$ cat src/rtl/rt2_fp_sched.sv
// rtl/rt2_fp_sched.sv - round-robin scheduler sharing one rt2_fp divide/sqrt unit
module rt2_fp_sched #(
  parameter int NREQ   = 2,
  parameter int TAG_W  = 9,
  parameter int STEP_D = 13,
  parameter int STEP_S = 6,
  parameter int STEP_X = 16,
  parameter int WDOG   = 255
) (
  input  logic                  clk,
  input  logic                  rst,
  input  logic [NREQ-1:0]       req_valid,
  output logic [NREQ-1:0]       req_ready,
  input  logic [NREQ-1:0]       req_is_root,
  input  logic [3*NREQ-1:0]     req_type,
  input  logic [3*NREQ-1:0]     req_rmode,
  input  logic [TAG_W*NREQ-1:0] req_tag,
  input  logic                  flush,
  input  logic                  unit_rdy,
  output logic                  unit_start,
  output logic [NREQ-1:0]       unit_sel,
  output logic                  unit_is_root,
  output logic [2:0]            unit_type,
  output logic [2:0]            unit_rmode,
  output logic [4:0]            unit_step_cnt,
  input  logic                  unit_out_en,
  output logic                  unit_out_can,
  output logic                  res_valid,
  output logic [NREQ-1:0]       res_port,
  output logic [TAG_W-1:0]      res_tag,
  input  logic                  res_ready,
  output logic                  wdog_err
);

  localparam int PW = $clog2(NREQ);
  localparam int CW = $clog2(WDOG + 1);

  typedef enum logic [1:0] {IDLE, BUSY, DRAIN} state_t;

  state_t           r_state;
  logic [PW-1:0]    r_rr_ptr;
  logic [CW-1:0]    r_cnt;
  logic [TAG_W-1:0] r_tag_q;
  logic [NREQ-1:0]  r_port_q;

  logic             w_found;
  logic [PW-1:0]    w_gidx;
  logic [PW-1:0]    w_cand;
  logic [NREQ-1:0]  w_gsel;
  logic [2:0]       w_gtype;
  logic [4:0]       w_step;
  logic [PW-1:0]    w_rr_next;
  logic             w_issue;
  logic             w_busy;
  logic             w_wdog;

  // First requester at or above rr_ptr, wrapping around.
  always_comb begin
    w_found = 1'b0;
    w_gidx  = '0;
    w_cand  = '0;
    for (int k = 0; k < NREQ; k++) begin
      w_cand = PW'((int'(r_rr_ptr) + k) % NREQ);
      if (!w_found && req_valid[w_cand]) begin
        w_found = 1'b1;
        w_gidx  = w_cand;
      end
    end
  end

  assign w_gsel    = w_found ? (NREQ'(1) << w_gidx) : '0;
  assign w_gtype   = req_type[3*int'(w_gidx) +: 3];
  assign w_rr_next = PW'((int'(w_gidx) + 1) % NREQ);

  always_comb begin
    w_step = 5'(STEP_D);
    case (w_gtype)
      3'd1:    w_step = 5'(STEP_S);
      3'd2:    w_step = 5'(STEP_X);
      default: w_step = 5'(STEP_D);
    endcase
  end

  // Reset gates the issue path so no grant leaks out while rst is held.
  assign w_issue = (r_state == IDLE) && w_found && unit_rdy && !flush && !rst;
  assign w_busy  = (r_state == BUSY);
  assign w_wdog  = w_busy && !flush && !unit_out_en && (r_cnt >= CW'(WDOG));

  assign req_ready     = w_issue ? w_gsel : '0;
  assign unit_start    = w_issue;
  assign unit_sel      = w_issue ? w_gsel : '0;
  assign unit_is_root  = w_issue & req_is_root[w_gidx];
  assign unit_type     = w_issue ? w_gtype : 3'd0;
  assign unit_rmode    = w_issue ? req_rmode[3*int'(w_gidx) +: 3] : 3'd0;
  assign unit_step_cnt = w_issue ? w_step : 5'd0;

  assign unit_out_can  = (r_state == DRAIN) || (w_busy && res_ready);
  assign res_valid     = w_busy && unit_out_en && !flush;
  assign res_port      = w_busy ? r_port_q : '0;
  assign res_tag       = w_busy ? r_tag_q : '0;
  assign wdog_err      = w_wdog;

  always_ff @(posedge clk or posedge rst) begin
    if (rst) begin
      r_state  <= IDLE;
      r_rr_ptr <= '0;
      r_cnt    <= '0;
      r_tag_q  <= '0;
      r_port_q <= '0;
    end else begin
      case (r_state)
        IDLE: begin
          if (w_issue) begin
            r_tag_q  <= req_tag[TAG_W*int'(w_gidx) +: TAG_W];
            r_port_q <= w_gsel;
            r_rr_ptr <= w_rr_next;
            r_cnt    <= '0;
            r_state  <= BUSY;
          end
        end
        BUSY: begin
          if (r_cnt != '1) r_cnt <= r_cnt + 1'b1;
          if (flush)                         r_state <= DRAIN;
          else if (unit_out_en && res_ready) r_state <= IDLE;
          else if (w_wdog)                   r_state <= DRAIN;
        end
        DRAIN: begin
          // The unit either flushes its stale result out or is already idle.
          if (unit_out_en || unit_rdy) r_state <= IDLE;
        end
        default: r_state <= IDLE;
      endcase
    end
  end

endmodule
$ cat config.mk
export PLATFORM = sky130hd
export DESIGN_NAME = rt2_fp_sched
export DESIGN_NICKNAME = d
export VERILOG_FILES = /design/src/rtl/rt2_fp_sched.sv
export SDC_FILE = /design/constraint.sdc
export NUM_CORES = 1
export LEC_CHECK = 0
export ABC_AREA = 1
export CORE_MARGIN = 3
export CORE_UTILIZATION = 39
export DETAILED_ROUTE_END_ITERATION = 10
export PLACE_DENSITY_LB_ADDON = 0.15
export SLEW_MARGIN = 20
export SYNTH_ARGS = -nofsm -noshare
export SYNTH_HDL_FRONTEND = slang
export SYNTH_SLANG_ARGS = --single-unit
$ cat constraint.sdc
create_clock -name clk -period 1.9 [get_ports clk]
set_input_delay 0.285 -clock clk [delete_from_list [all_inputs] [get_ports clk]]
set_output_delay 0.285 -clock clk [all_outputs]
set_load 0.005 [all_outputs]
# [Word level (Yosys, flattened, before mapping)]
# Cells that the tools add are included.
[word_totals] reg_bits=22
[op_classes] n_addsub=3 mul=2 n_lt_le_gt_ge=4 n_eq_ne=9 n_shift=4 n_mux=27 bitwise_logic=1 n_reduce_logical=23
[ops] cell="indexed part select 6 x 32 -> 3 bit" n=1
[ops] cell="indexed part select 18 x 6 -> 9 bit" n=1
[ops] cell="two-way mux 2 bit" n=8
[ops] cell="two-way mux 8 bit" n=2
[ops] cell="one-hot mux 8 bit (2 select lines)" n=1
[ops] cell="logical AND 1 bit" n=12
[ops] cell="two-way mux 1 bit" n=10
[ops] cell="one-hot mux 5 bit (2 select lines)" n=1
[ops] cell="two-way mux 9 bit" n=1
[ops] cell="adder 8 x 1 -> 8 bit (second input constant)" n=1
[ops] cell=">= comparator 8 bit (second input constant)" n=1
[ops] cell="!= test 8 bit (second input constant)" n=1
[ops] cell="< comparator 1 x 2 -> 1 bit (second input constant)" n=3
[ops] cell="two-way mux 3 bit" n=2
[ops] cell="one-hot mux 2 bit (3 select lines)" n=1
[ops] cell="AND reduction 3 bit" n=2
[ops] cell="indexed part select 6 x 4 -> 3 bit" n=1
[ops] cell="multiplier 4 x 1 -> 5 bit (first input constant)" n=1
[ops] cell="two-way mux 5 bit" n=1
[ops] cell="zero test 1 bit" n=4
[ops] cell="!= test 2 x 1 -> 1 bit (second input constant)" n=2
[ops] cell="!= test 4 x 3 -> 1 bit (second input constant)" n=1
[ops] cell="== test 3 x 1 -> 1 bit (second input constant)" n=1
[ops] cell="== test 3 x 2 -> 1 bit (second input constant)" n=1
[ops] cell="other kinds (11)" n=13

# [Logic depth before layout (Yosys ltp)]
[logic_depth] depth_word=12 mapped_depth=10 ltp_nobuf=9

# [Worst setup path before layout]
# No wires, ideal clock.
[synth_path] kind="input port to output port" from="input port rst" to="output port unit_step_cnt[3]" t_arrival_ps=1632 slack_ps=-17 path_stages=8 n_path_buf=1 cell_sequence="inv_1 -> nand3_2 -> nor2_4 -> o21ai_4 -> clkinv_4 -> nand2_2 -> nor2_1 -> buf_4"
[synth_between] elab_chain_cells=3
[synth_rtl] item="from (decl)" line="11" source="input logic rst,"
[synth_rtl] item="zero test 1 bit (no source line)"
[synth_rtl] item="logical AND 1 bit" line="85" source="assign w_issue = (r_state == IDLE) && w_found && unit_rdy && !flush && !rst;"
[synth_rtl] item="two-way mux 5 bit" line="95" source="assign unit_step_cnt = w_issue ? w_step : 5'd0;"
[synth_rtl] item="to (decl)" line="25" source="output logic [4:0] unit_step_cnt,"
# Every way passes these cells.

# [Worst setup path after layout]
[layout_path] from="register r_state[0]" to="output port unit_step_cnt[2]"
[layout_between] elab_chain_cells=6
[layout_rtl] item="from (decl)" line="40" source="state_t r_state;"
[layout_rtl] item="from (signal assigned)" line="105" source="r_state <= IDLE;"
[layout_rtl] item="from (signal assigned)" line="118" source="r_state <= BUSY;"
[layout_rtl] item="from (signal assigned)" line="123" source="if (flush) r_state <= DRAIN;"
[layout_rtl] item="zero test 2 bit" line="85"
[layout_rtl] item="logical AND 1 bit (4 in series)" line="85"
[layout_rtl] item="two-way mux 5 bit" line="95"
# Every way passes these cells.

==> results.md <==
- The number of remaining DRC errors is 0.
- The final worst-path setup slack is roughly 82 ps.
- CTS built an H-tree with a depth of 1.
- The data arrival time at the worst-slack endpoint is around 1500 ps.
- In the final routed layout, each cell accounts on average for ~11 um.
- The core region is slightly above 4000 um^2.
- The synthesized instance count is 247.
- The per-instance average area after synthesis is approximately 6.8 um^2.
- Of all nets on the critical path, the largest fanout is 8.
- The total number of clock tree sinks is 22.
- Of the cells placed in the final design, the portion with a size suffix greater than 1 is between 20% and 30%.
- During I/O placement, the number of pins put on the boundary was 71.
- The tree is rooted in a sky130_fd_sc_hd__clkbuf_8.
- Summing all non-filler instances in the final layout gives an area of about 2700 um^2.
- The first global-routing pass estimated around 7.4 mm of wire.
- For this design, the slowest cell found on the critical path is sky130_fd_sc_hd__dfrtp_1.
- The library cells used most frequently in the layout, excluding fill and tap cells, are 88 x sky130_fd_sc_hd__nand2_1, 35 x sky130_fd_sc_hd__inv_1, 35 x sky130_fd_sc_hd__buf_4.
- On the worst path, the slowest cell contributes a delay of 390 ps.
- The data required time of the worst path is approximately 1600 ps.
- The clock passes through at most 2 buffers.
- The detailed router's first-iteration violation count is 41.
- The proportion of synthesized chip area in sequential cells is 32.8%.
- For this run the aggregate overflow at the end of global routing stands at 0.
- The filler cell count is approximately 360.
- The total power density per cell area is around 630 nW/um^2.
- Of all flip-flops after synthesis, the portion carrying an async set or reset was 100%.
- The number of hold buffers added after cts is 0.
- The library cell used most frequently in the layout, excluding fill and tap cells, is sky130_fd_sc_hd__nand2_1.
- The hold violation total from the final report is 0.
- IR analysis of the VDD net gives a maximum drop of 0.000319 V.
- The final count of pins violating max slew was 0.
- The most used flip-flop cell after synthesis is sky130_fd_sc_hd__dfrtp_1.
- The congestion estimate from routability-driven global placement came to around 0.78.
- In this run the critical register-to-register path is launched from r_state[0].
- Summing every instance area after synthesis gives about 1700 um^2.
- The cell area after placement is ~2500 um^2.
- The number of antenna violations at the first check in global routing came to 0.
- In the routed layout, each cell is associated on average with a via count of 4.56.
- The remaining number of nets flagged by the antenna check after routing is 0.
- The worst slack at placement is -376 ps.
- The worst setup path is of the reg2out kind.
- The number of global-route vias before repair is between 1500 and 2000.
- The flow ran to the end, and the final reports show no timing, DRC or antenna violations.
- The total track usage is between 10% and 20%.
- On the final layout, the worst clock skew is about 1.5 ps.
- The largest net degree at the start of global routing is 23.
- The final routed wirelength across all metal layers is around 4.4 mm.
- The synthesized design contains 22 register bits.
- The worst register-to-register path ends at r_tag_q[0].
- The HPWL after detailed placement is 3.46 mm.
- The kind of start point of the critical path is a flip-flop.
- The endpoint class of the critical path is an output pin.
- For this design the static power due to leakage is 1.53 nW.
- TritonCTS built the clock tree.
- The clock-pin slew reported for the worst setup and hold paths after clock tree synthesis is about 80 ps.
- The vertical extent of the die is slightly above 70 um.
- The slack of the worst reg-to-reg path is roughly 360 ps.
- During placement, the flow inserted port buffers numbering 70.
- The die covers 5130 um^2.
- Derived from the worst setup path, the maximum achievable clock frequency is ~0.55 GHz.
- Counting cells, the worst reg-to-reg path comes to 10.
- The die extent in x is between 70 and 80 um.
- Counting the buffers created by CTS gives 3.
- The floorplan row count is 23.
- The number of antenna diodes in the final layout is 0.
- The relative area change from synthesis to final layout is 62.1%.
- At the pin with the least slew margin, the transition time is 280 ps.
- The distinct cell type count of the synthesized netlist is 31.
- Setup repair after global routing left no endpoint under its margin.
- Across the run, the number of max-cap violations was 0.
- Traced cell by cell, the critical path runs through nor2_2 -> inv_2 -> nor2_4 -> o21ai_4 -> buf_12 -> clkinv_4 -> nand2_2 -> inv_1 -> clkdlybuf4s15_1.
- The count of warnings emitted by yosys is 0.
- The worst path in the final design needs a cycle of roughly 1800 ps, including I/O delays and setup.
- The period utilization is 95.7%.
- The worst slew slack as a fraction of its limit is between 80% and 90%.
- The worst hold-check path type is in2async.
- The number of enable flip-flop cells after synthesis is 0.
- The later pin in the worst-skew pair is clocked with a latency of between 200 and 300 ps.
- The total setup violations reported at the end of the flow is 0.
- The number of nets in the synthesized netlist is 288.
- The first-pass iteration count of the detailed router is 4.
- The detailed router placed 1828 vias in this run.
- The initial utilization of the core area, before any placement, comes to between 40% and 50%.
- The final net count is 393.
## report_power, final
| part | leakage [nW] | switching, mW | internal, mW | total, mW |
|---|---|---|---|---|
| clock network | 0.0357 | 0.157 | 0.281 | 0.438 |
| logic | 1.21 | 0.322 | 0.340 | 0.662 |
| registers | 0.284 | 0.0518 | 0.570 | 0.622 |
## critical path, delay by kind of cell (launching register included)
family / cells / cell delay [ps]
AO/OA/AOI/OAI: 1 / 80
buffers and inverters: 5 / 500
flip-flops: 1 / 390
AND/OR/NAND/NOR: 3 / 310
## kinds of logic (layout without fill, tap and decap cells)
kind of cell | count (synthesis) | after routing | share of synthesized area [%]
adder cells (fa/ha/maj) | 1 | 1 | 0.746
AND/OR/NAND/NOR | 147 | 147 | 38.4
buffers and inverters | 51 | 155 | 15.4
AO/OA/AOI/OAI | 24 | 24 | 11.6
XOR/XNOR | 2 | 2 | 1.04
flip-flops | 22 | 22 | 32.8
## layout make-up
class	instances	area, um^2	area share, %
well taps	50	62.6	2.30
multi-input cells	174	916	33.7
flip-flops and latches	22	551	20.2
clock buffers	3	41.3	1.52
inverters	42	171	6.30
repair buffers	109	948	34.9
clock inverters	1	30.0	1.10
## registers in the layout, summed over array words and instances (netlist names)
signal / count
r_tag_q: 9
r_cnt: 8
r_port_q: 2
r_state: 2
r_rr_ptr: 1
## cells in the mapped netlist (2+ instances only)
cell type,count,area [um^2]
sky130_fd_sc_hd__o21ai_0,3,15.0
sky130_fd_sc_hd__buf_8,2,30.0
sky130_fd_sc_hd__nor2_1,26,97.6
sky130_fd_sc_hd__nor3_1,2,10.0
sky130_fd_sc_hd__o21ai_1,4,20.0
sky130_fd_sc_hd__nand3_1,11,55.1
sky130_fd_sc_hd__buf_6,3,33.8
sky130_fd_sc_hd__nand2_1,89,334
sky130_fd_sc_hd__nand2_2,8,50.1
sky130_fd_sc_hd__o21ai_2,13,114
sky130_fd_sc_hd__nand3_2,3,30.0
sky130_fd_sc_hd__dfrtp_1,22,551
sky130_fd_sc_hd__buf_4,3,22.5
sky130_fd_sc_hd__inv_1,39,146
sky130_fd_sc_hd__nand3b_1,2,15.0
sky130_fd_sc_hd__o21ai_4,2,32.5
## stage by stage
stage                     instances  utilization (%)  power, mW  hold WS, ps  setup TNS [ps]
after floorplan                 247                -      0.977          158               0
after global placement          383             62.2       1.21          502           -4660
after detailed placement        383             62.2       1.23          509           -4860
after CTS                       398             66.1       1.71          300           -17.8
after global routing            401             66.6       1.83          317               0
final                           401             66.6       1.72          282               0
## routing by layer
| metal | track usage [%] | routed length, um | vias to the layer above |
|---|---|---|---|
| li1 | - | - | 955 |
| met5 | 0 | 0 | - |
| met2 | 31.6 | 2210 | 47 |
| met4 | 2.71 | 18 | 0 |
| met3 | 5.75 | 335 | 2 |
| met1 | 21.4 | 1860 | 824 |
## what timing repair did
item,4_1_cts,5_1_grt
pin swaps,9,5
cloned,0,0
buffers inserted,11,3
endpoints found under the setup margin,31,11
resized for setup,55,17
## how the worst max path moves through the flow
stage               startpoint                to  slack (ps)  cells past startpoint
finish              r_state[0]  unit_step_cnt[2]          80                      9
detailed placement         rst  unit_step_cnt[0]        -380                      9
CTS                   r_rr_ptr  unit_step_cnt[0]         -20                     10
global route        r_state[0]  unit_step_cnt[2]         0.3                      9
floorplan                  rst  unit_step_cnt[3]         260                      8
global placement           rst  unit_step_cnt[0]        -340                      9
Power figures use the tool's default switching activity.
